`config.mk`:
```
export PLATFORM = sky130hd
export DESIGN_NAME = muldiv_seq
export DESIGN_NICKNAME = d
export VERILOG_FILES = /design/src/rtl/muldiv_seq.sv
export SDC_FILE = /design/constraint.sdc
export NUM_CORES = 2
export LEC_CHECK = 0
export CORE_MARGIN = 1
export CORE_UTILIZATION = 30
export DETAILED_ROUTE_END_ITERATION = 10
export GPL_ROUTABILITY_DRIVEN = 0
export GPL_TIMING_DRIVEN = 0
export PLACE_DENSITY = 0.55
export SYNTH_ARGS = -nofsm -noshare
export SYNTH_HDL_FRONTEND = slang
export SYNTH_SLANG_ARGS = --single-unit
```
`constraint.sdc`:
```
create_clock -name clk -period 10.5 [get_ports clk]
set_clock_uncertainty 0.15 [all_clocks]
set_input_delay 2.1 -clock clk [delete_from_list [all_inputs] [get_ports clk]]
set_output_delay 2.1 -clock clk [all_outputs]
set_load 0.02 [all_outputs]
```
`src/rtl/muldiv_seq.sv`:
```
// Shared multiply/divide sequencer for the EX stage: one FSM runs either a
// fixed-latency multiply or a 32-step restoring divide and holds the result.
module muldiv_seq #(
    parameter int unsigned MUL_LAT = 2
) (
    input  logic        clk,
    input  logic        reset,
    input  logic        flush,
    input  logic        in_valid,
    output logic        in_ready,
    input  logic [2:0]  in_op,
    input  logic [31:0] in_src1,
    input  logic [31:0] in_src2,
    output logic        out_valid,
    input  logic        out_ready,
    output logic [31:0] out_result,
    output logic        busy
);

    localparam logic [1:0] S_IDLE = 2'd0;
    localparam logic [1:0] S_MUL  = 2'd1;
    localparam logic [1:0] S_DIV  = 2'd2;
    localparam logic [1:0] S_DONE = 2'd3;

    localparam logic [2:0] OP_MUL_W   = 3'd0;
    localparam logic [2:0] OP_MULH_W  = 3'd1;
    localparam logic [2:0] OP_MULH_WU = 3'd2;
    localparam logic [2:0] OP_DIV_W   = 3'd3;
    localparam logic [2:0] OP_MOD_W   = 3'd4;
    localparam logic [2:0] OP_MOD_WU  = 3'd6;

    logic [1:0]  state;
    logic [2:0]  op_q;
    logic [31:0] a_q;      // multiplicand, or dividend/quotient shift register
    logic [31:0] b_q;      // multiplier, or divisor magnitude
    logic [31:0] rem_q;
    logic        q_neg;
    logic        r_neg;
    logic [4:0]  count;

    // Accept-cycle decode
    logic        accept;
    logic        in_is_div;
    logic        in_div_signed;
    logic        in_is_mod;
    logic [31:0] abs1;
    logic [31:0] abs2;
    logic [31:0] divz_result;

    assign accept        = in_valid & in_ready & ~flush;
    assign in_is_div     = (in_op >= OP_DIV_W) && (in_op <= OP_MOD_WU);
    assign in_div_signed = (in_op == OP_DIV_W) || (in_op == OP_MOD_W);
    assign in_is_mod     = (in_op == OP_MOD_W) || (in_op == OP_MOD_WU);
    assign abs1          = (in_div_signed && in_src1[31]) ? -in_src1 : in_src1;
    assign abs2          = (in_div_signed && in_src2[31]) ? -in_src2 : in_src2;
    assign divz_result   = in_is_mod ? in_src1 : '1;

    // Multiply datapath
    logic        mul_signed;
    logic [63:0] mul_x;
    logic [63:0] mul_y;
    logic [63:0] product;
    logic [31:0] mul_res;

    assign mul_signed = (op_q != OP_MULH_WU);
    assign mul_x      = {{32{mul_signed & a_q[31]}}, a_q};
    assign mul_y      = {{32{mul_signed & b_q[31]}}, b_q};
    assign product    = mul_x * mul_y;

    always_comb begin
        mul_res = '0;
        case (op_q)
            OP_MUL_W:   mul_res = product[31:0];
            OP_MULH_W:  mul_res = product[63:32];
            OP_MULH_WU: mul_res = product[63:32];
            default:    mul_res = '0;
        endcase
    end

    // One restoring-divide step: bring in the next dividend bit and try to subtract
    logic [32:0] shifted;
    logic [32:0] diff;
    logic        step_ok;
    logic [31:0] rem_next;
    logic [31:0] quo_next;
    logic        op_is_mod;
    logic [31:0] div_res;

    assign shifted   = {rem_q, a_q[31]};
    assign diff      = shifted - {1'b0, b_q};
    assign step_ok   = ~diff[32];
    assign rem_next  = step_ok ? diff[31:0] : shifted[31:0];
    assign quo_next  = {a_q[30:0], step_ok};
    assign op_is_mod = (op_q == OP_MOD_W) || (op_q == OP_MOD_WU);

    always_comb begin
        div_res = '0;
        if (op_is_mod) begin
            div_res = r_neg ? -rem_next : rem_next;
        end else begin
            div_res = q_neg ? -quo_next : quo_next;
        end
    end

    assign in_ready  = (state == S_IDLE);
    assign out_valid = (state == S_DONE);
    assign busy      = (state == S_MUL) || (state == S_DIV);

    always_ff @(posedge clk) begin
        if (reset) begin
            state      <= S_IDLE;
            op_q       <= '0;
            a_q        <= '0;
            b_q        <= '0;
            rem_q      <= '0;
            q_neg      <= 1'b0;
            r_neg      <= 1'b0;
            count      <= '0;
            out_result <= '0;
        end else if (flush) begin
            state <= S_IDLE;
            count <= '0;
        end else begin
            case (state)
                S_IDLE: begin
                    if (accept) begin
                        op_q <= in_op;
                        if (!in_is_div) begin
                            a_q   <= in_src1;
                            b_q   <= in_src2;
                            count <= 5'(MUL_LAT - 1);
                            state <= S_MUL;
                        end else if (in_src2 == '0) begin
                            out_result <= divz_result;
                            state      <= S_DONE;
                        end else begin
                            a_q   <= abs1;
                            b_q   <= abs2;
                            rem_q <= '0;
                            q_neg <= in_div_signed & (in_src1[31] ^ in_src2[31]);
                            r_neg <= in_div_signed & in_src1[31];
                            count <= 5'd31;
                            state <= S_DIV;
                        end
                    end
                end
                S_MUL: begin
                    if (count == '0) begin
                        out_result <= mul_res;
                        state      <= S_DONE;
                    end else begin
                        count <= count - 5'd1;
                    end
                end
                S_DIV: begin
                    a_q   <= quo_next;
                    rem_q <= rem_next;
                    if (count == '0) begin
                        out_result <= div_res;
                        state      <= S_DONE;
                    end else begin
                        count <= count - 5'd1;
                    end
                end
                S_DONE: begin
                    if (out_ready) begin
                        state <= S_IDLE;
                    end
                end
                default: state <= S_IDLE;
            endcase
        end
    end

endmodule

```
== After elaboration in Yosys (flattened, before gate mapping) ==
Cells that the tools add are included.

* Bitwise logic cells: 10
* $mul: 1
* Reductions and logical operators: 25
* Equal/unequal tests: 22
* $lt $le $gt $ge: 2
* Mux-type cells: 35
* Add/subtract/negate cells: 6

{| class="wikitable"
|+ Operators by type and width
! cell !! count
|-
| 32-bit two-way mux || 20
|-
| 32-bit one-hot mux with 2 select lines || 3
|-
| 32-bit negation || 4
|-
| 32-bit one-hot mux with 3 select lines || 1
|-
| 33-bit by 33-bit multiplier with 64-bit output || 1
|-
| 33-bit by 32-bit subtractor with 33-bit output || 1
|-
| 32-bit zero test || 1
|-
| 5-bit two-way mux || 4
|-
| 2-bit by 1-bit inequality test with 1-bit output (second input constant) || 7
|-
| 3-bit equality test (second input constant) || 4
|-
| 4-bit AND reduction || 3
|-
| 5-bit one-hot mux with 2 select lines || 1
|-
| 5-bit AND reduction || 2
|-
| 2-bit two-way mux || 4
|-
| 7-bit AND reduction || 1
|-
| 1-bit bitwise AND || 6
|-
| 3-bit by 2-bit equality test with 1-bit output (second input constant) || 2
|-
| 2-bit inequality test (second input constant) || 3
|-
| 2-bit one-hot mux with 3 select lines || 1
|-
| 3-bit AND reduction || 2
|-
| 2-bit OR reduction || 3
|-
| 5-bit zero test || 1
|-
| 5-bit by 1-bit subtractor with 5-bit output (second input constant) || 1
|-
| 2-bit equality test (second input constant) || 2
|-
| other kinds (15) || 23
|}

* Bits in registers: 140
* Input port bits: 72
* Logic and storage cells: 110

== Depth between registers and ports, before layout ==
* Word-level depth: 8
* Depth in mapped cells: 32

== Worst setup path after synthesis ==
Ideal clock, no wire load.

* Path type: register to register
* From: register op_q[1]
* To: register out_result[25]
* Data arrival time: 8.662 ns
* Cell stages (with the launch flop): 29
* Clock period less this slack: 8.947 ns
* Slack: 1.553 ns
* Library setup time: 0.135 ns
* Required time: 10.215 ns
* Path through: dfxtp_1 > nor3b_1 > clkbuf_1 > clkbuf_1 > nor3_1 > fa_1 > fa_1 > fa_1 > inv_1 > fa_1 > fa_1 > fa_1 > fa_1 > fa_1 > inv_1 > ha_1 > clkbuf_1 > o21a_1 > a21o_1 > a21oi_1 > a21boi_0 > o311ai_0 > a32oi_1 > or3_1 > o21ai_1 > mux2i_1 > o2111ai_1 > a31oi_1 > nor4_1

* Cells in the longest elaborated chain, start to end: 6

{| class="wikitable"
|+ Ends and longest elaborated chain
! what !! line !! RTL
|-
| start: declaration || 33 || <nowiki>logic [2:0] op_q;</nowiki>
|-
| start signal: assignment || 127 || <nowiki>op_q <= in_op;</nowiki>
|-
| 3-bit by 2-bit inequality test with 1-bit output || 65 || <nowiki>assign mul_signed = (op_q != OP_MULH_WU);</nowiki>
|-
| 1-bit bitwise AND, on equally long branches || 66, 67 ||
|-
| 33-bit by 33-bit multiplier with 64-bit output || 68 || <nowiki>assign product = mul_x * mul_y;</nowiki>
|-
| 32-bit one-hot mux with 2 select lines || 72 || <nowiki>case (op_q)</nowiki>
|-
| 32-bit two-way mux || 148 || <nowiki>if (count == '0) begin</nowiki>
|-
| 32-bit one-hot mux with 3 select lines * || 124 || <nowiki>case (state)</nowiki>
|-
| end signal: assignment || 134 || <nowiki>out_result <= divz_result;</nowiki>
|-
| end signal: assignment || 149 || <nowiki>out_result <= mul_res;</nowiki>
|-
| end signal: assignment || 159 || <nowiki>out_result <= div_res;</nowiki>
|-
| end: declaration || 16 || <nowiki>output logic [31:0] out_result,</nowiki>
|}

Every way passes the cells marked *; elsewhere a longest branch is shown, timed or not. The select of a mux whose other input is x is not followed.
A chain may end at the register's enable or synchronous reset.

== Final worst setup path ==
* From: register b_q[26]
* To: register out_result[19]

* Cells in the longest elaborated chain, start to end: 7

{| class="wikitable"
|+ Ends and longest elaborated chain
! what !! line !! RTL
|-
| start: declaration || 35 || <nowiki>logic [31:0] b_q;</nowiki>
|-
| start signal: assignment || 130 || <nowiki>b_q <= in_src2;</nowiki>
|-
| start signal: assignment || 138 || <nowiki>b_q <= abs2;</nowiki>
|-
| 33-bit by 32-bit subtractor with 33-bit output || 90 || <nowiki>assign diff = shifted - {1'b0, b_q};</nowiki>
|-
| 32-bit two-way mux or 1-bit inverter (tied branches) || 92, 91 ||
|-
| 32-bit negation, on equally long branches || 99, 101 ||
|-
| 32-bit two-way mux, on equally long branches || 99, 101 ||
|-
| 32-bit two-way mux || 98 || <nowiki>if (op_is_mod) begin</nowiki>
|-
| 32-bit two-way mux || 158 || <nowiki>if (count == '0) begin</nowiki>
|-
| 32-bit one-hot mux with 3 select lines * || 124 ||
|}

Marked as above.

==> key figures <==
Routing
  – Vias per cell: 5.22
  – Post-Route WL: 205,000 um
  – DRC Markers: 0
  – Wire per inst: 25.0 um
  – Post-route antenna net violation count: 0
  – Via count: 42,798
  – Drt first pass iters: 6
  – Drt initial violations: 4,747

Worst setup path
  – Levels on crit path: 27
  – CP Buf/Inv Count: 7
  – CP top delay family: adder cells
  – Worst r2r dst: out_result[19]
  – Crit Path Category: reg -> reg
  – Crit Path Max Fanout: 10
  – Worst Setup EP: out_result[19]
  – CP arrival: 10,800 ps
  – RR Startpoint: b_q[26]
  – Crit path largest cell delay: 880 ps
  – CP startpoint: b_q[26]
  – Startpoint types: register
  – Worst Path Required: 10,690 ps
  – Reg2reg path depth: 27
  – CP most frequent cell: fa_1
  – R2R setup slack: -110 ps
  – Crit-path slowest cell: clkbuf_1
  – Worst setup EP type: register

Worst hold path
  – Hold path cells: 2
  – Worst hold path class: reg -> reg

Clocking
  – Clk_lat worst skew: 520 ps
  – H-Tree Depth: 4
  – CTS max path bufs: 2
  – Post-cts hold buffer count: 0
  – CTS tree: yes
  – TritonCTS buffer count: 17
  – CTS root buf: clkbuf_16
  – CTS Sinks: 140
  – Clock-pin transition on the worst setup and hold timing paths: 70 ps

Logic synthesis
  – Seq/Total Area, Yosys: 5.65%
  – Synth area leaders: fa_1, inv_1, nand2_1, ha_1, dfxtp_1
  – Number of synthesized flops with an enable pin: 0
  – Post-synthesis cell type count: 88
  – Post-synth top flop: dfxtp_1
  – Flip-flop and latch count after synthesis: 140
  – Cell area after synthesis: 49,600 um^2
  – Syn Inst Count: 5,886
  – Synth top area share: 45.5%
  – Synth Warn #: 0
  – Syn Nets: 7,340
  – Async SR Flop Fraction: 0%
  – Synth area leader: fa_1
  – Mapped Avg Cell Area: 8.42 um^2

Power
  – Internal: 2.01 mW
  – Comb pwr share: 73.7%
  – Clock power frac: 13.3%
  – Switching power total: 2.75 mW
  – Sequential share of power: 13.0%
  – Power per standard cell area: 87.9 nW/um^2
  – Switching share of power: 57.8%
  – Peak VDD IR: 0.000145 V
  – Leak: 23.3 nW

Floorplan
  – Area of the core: 163,000 um^2
  – Core Rows: 148
  – Die H: 409 um
  – Die Area: 167,000 um^2
  – Die X: 409 um
  – Initial Util: 30.4%
  – IO Count: 107

Global route
  – First-pass GRT wire length: 301,000 um
  – GR Overflow Total: 0
  – Vias in the first global route: 43,686
  – Largest net degree at the start of global routing: 25
  – Initial antenna violation count: 15
  – Overall routing resource usage: 24.7%

Final layout
  – Most frequent cells in the layout: inv_1, fa_1, nand2_1
  – Fill cells: 17,339
  – Post-Route Utilization: 33.1%
  – Area Overhead vs Synth: 9.11%
  – Fin nets: 7,452
  – Commonest non-fill, non-tap cell in the layout: inv_1
  – Layout cells sized above 1: 2.83%

Run status
  – Status: complete, but fails checks
  – Failing checks: negative setup slack

STA
  – Final Hold Viols: 0
  – Peak Freq: 94.3 MHz
  – # setup viols final: 2
  – Slew Viols, Final: 0
  – Worst-Margin Slew: 1460 ps
  – Setup TNS: -117 ps
  – Min Tclk post-route: 10,610 ps
  – Max_slew headroom: 2.93%
  – Tcrit/Tclk final: 101%
  – RSZ-0062 raised after global routing: yes
  – Setup ws final: -106 ps

Placed design
  – DP Wirelength: 173,000 um
  – DP Worst Slack: -1350 ps
  – Port Buffers: 106

Run
  – Max Cap Viol: 0
## what timing repair did
item | 4_1_cts | 5_1_grt
buffers inserted | 4 | 0
pin swaps | 0 | 0
resized for setup | 36 | 109
setup endpoints to repair | 26 | 13
## cell type report
cell class              instances  area (um^2)  share of cell area [%]
clock inverters                15          150                   0.278
multi-input cells            4166        40900                    75.6
flip-flops and latches        140         2810                    5.19
diodes                          7         17.5                  0.0324
repair buffers                110         1090                    2.02
well taps                    2175         2720                    5.03
clock buffers                  17          425                   0.786
inverters                    1213         4560                    8.43
plain buffers                 350         1440                    2.66
## cell usage after synthesis (all sizes together), types with 82 or more instances
master	count
a21oi	217
and2	259
clkbuf	315
dfxtp	140
fa	1126
ha	256
inv	1211
nand2	933
nor2	329
nor3	86
o21ai	135
xnor2	118
xor2	82
## worst register-to-register path: cells and delay by family, from the launching register on
family	cells	cell delay [ps]
AO/OA/AOI/OAI	7	2310
flip-flops	1	310
buffers and inverters	7	1870
multiplexers	1	440
AND/OR/NAND/NOR	3	1240
adder cells (fa/ha/maj)	9	4140
## sequential cells by signal, summed over array words and instances (netlist names)
name	count
state	2
b_q	32
out_result	32
op_q	3
r_neg	1
q_neg	1
count	5
rem_q	32
a_q	32
## routing by layer
metal  GRT usage [%]  up-vias  wire length, um
met1            32.4    21899            80900
met5               0        -               93
met2            37.4     2291            88900
met3            7.10      478            23500
met4            11.4       12            11800
li1                -    18118                -
## worst min-delay path by stage
stage	from	endpoint
finish	out_result[16]	out_result[16]
global route	out_result[16]	out_result[16]
CTS	out_result[16]	out_result[16]
detailed placement	out_result[16]	out_result[16]
global placement	out_result[14]	out_result[14]
floorplan	rem_q[27]	rem_q[27]
## cell families (layout without fill, tap and decap cells)
kind of cell    count (synthesis)  in the layout  share of synthesized area (%)
mux                            36             36                          0.752
xor+xnor                      200            200                           3.53
buf+inv                      1580           1705                           12.0
flops                         140            140                           5.65
fa+ha+maj                    1382           1382                           51.9
other cells                     0              7                              0
compound gates                693            693                           9.08
simple gates                 1855           1855                           17.1
## metrics by stage
stage	power (mW)	cell area (um^2)	hold WS (ps)	std cells
floorplan	2.69	49600	298	5886
global placement	3.98	53400	298	8167
detailed placement	3.99	53400	297	8167
CTS	4.65	54100	310	8198
global route	5.02	54100	331	8190
finish	4.76	54100	312	8193
## power by group through the flow
stage	Clock (mW)	Sequential, mW	Combinational [mW]
floorplan	0	0.591	2.10
global placement	0	0.600	3.38
detailed placement	0	0.600	3.40
CTS	0.630	0.597	3.43
global route	0.653	0.616	3.75
finish	0.634	0.616	3.51
No activity file was read; power rests on OpenSTA's default activity.
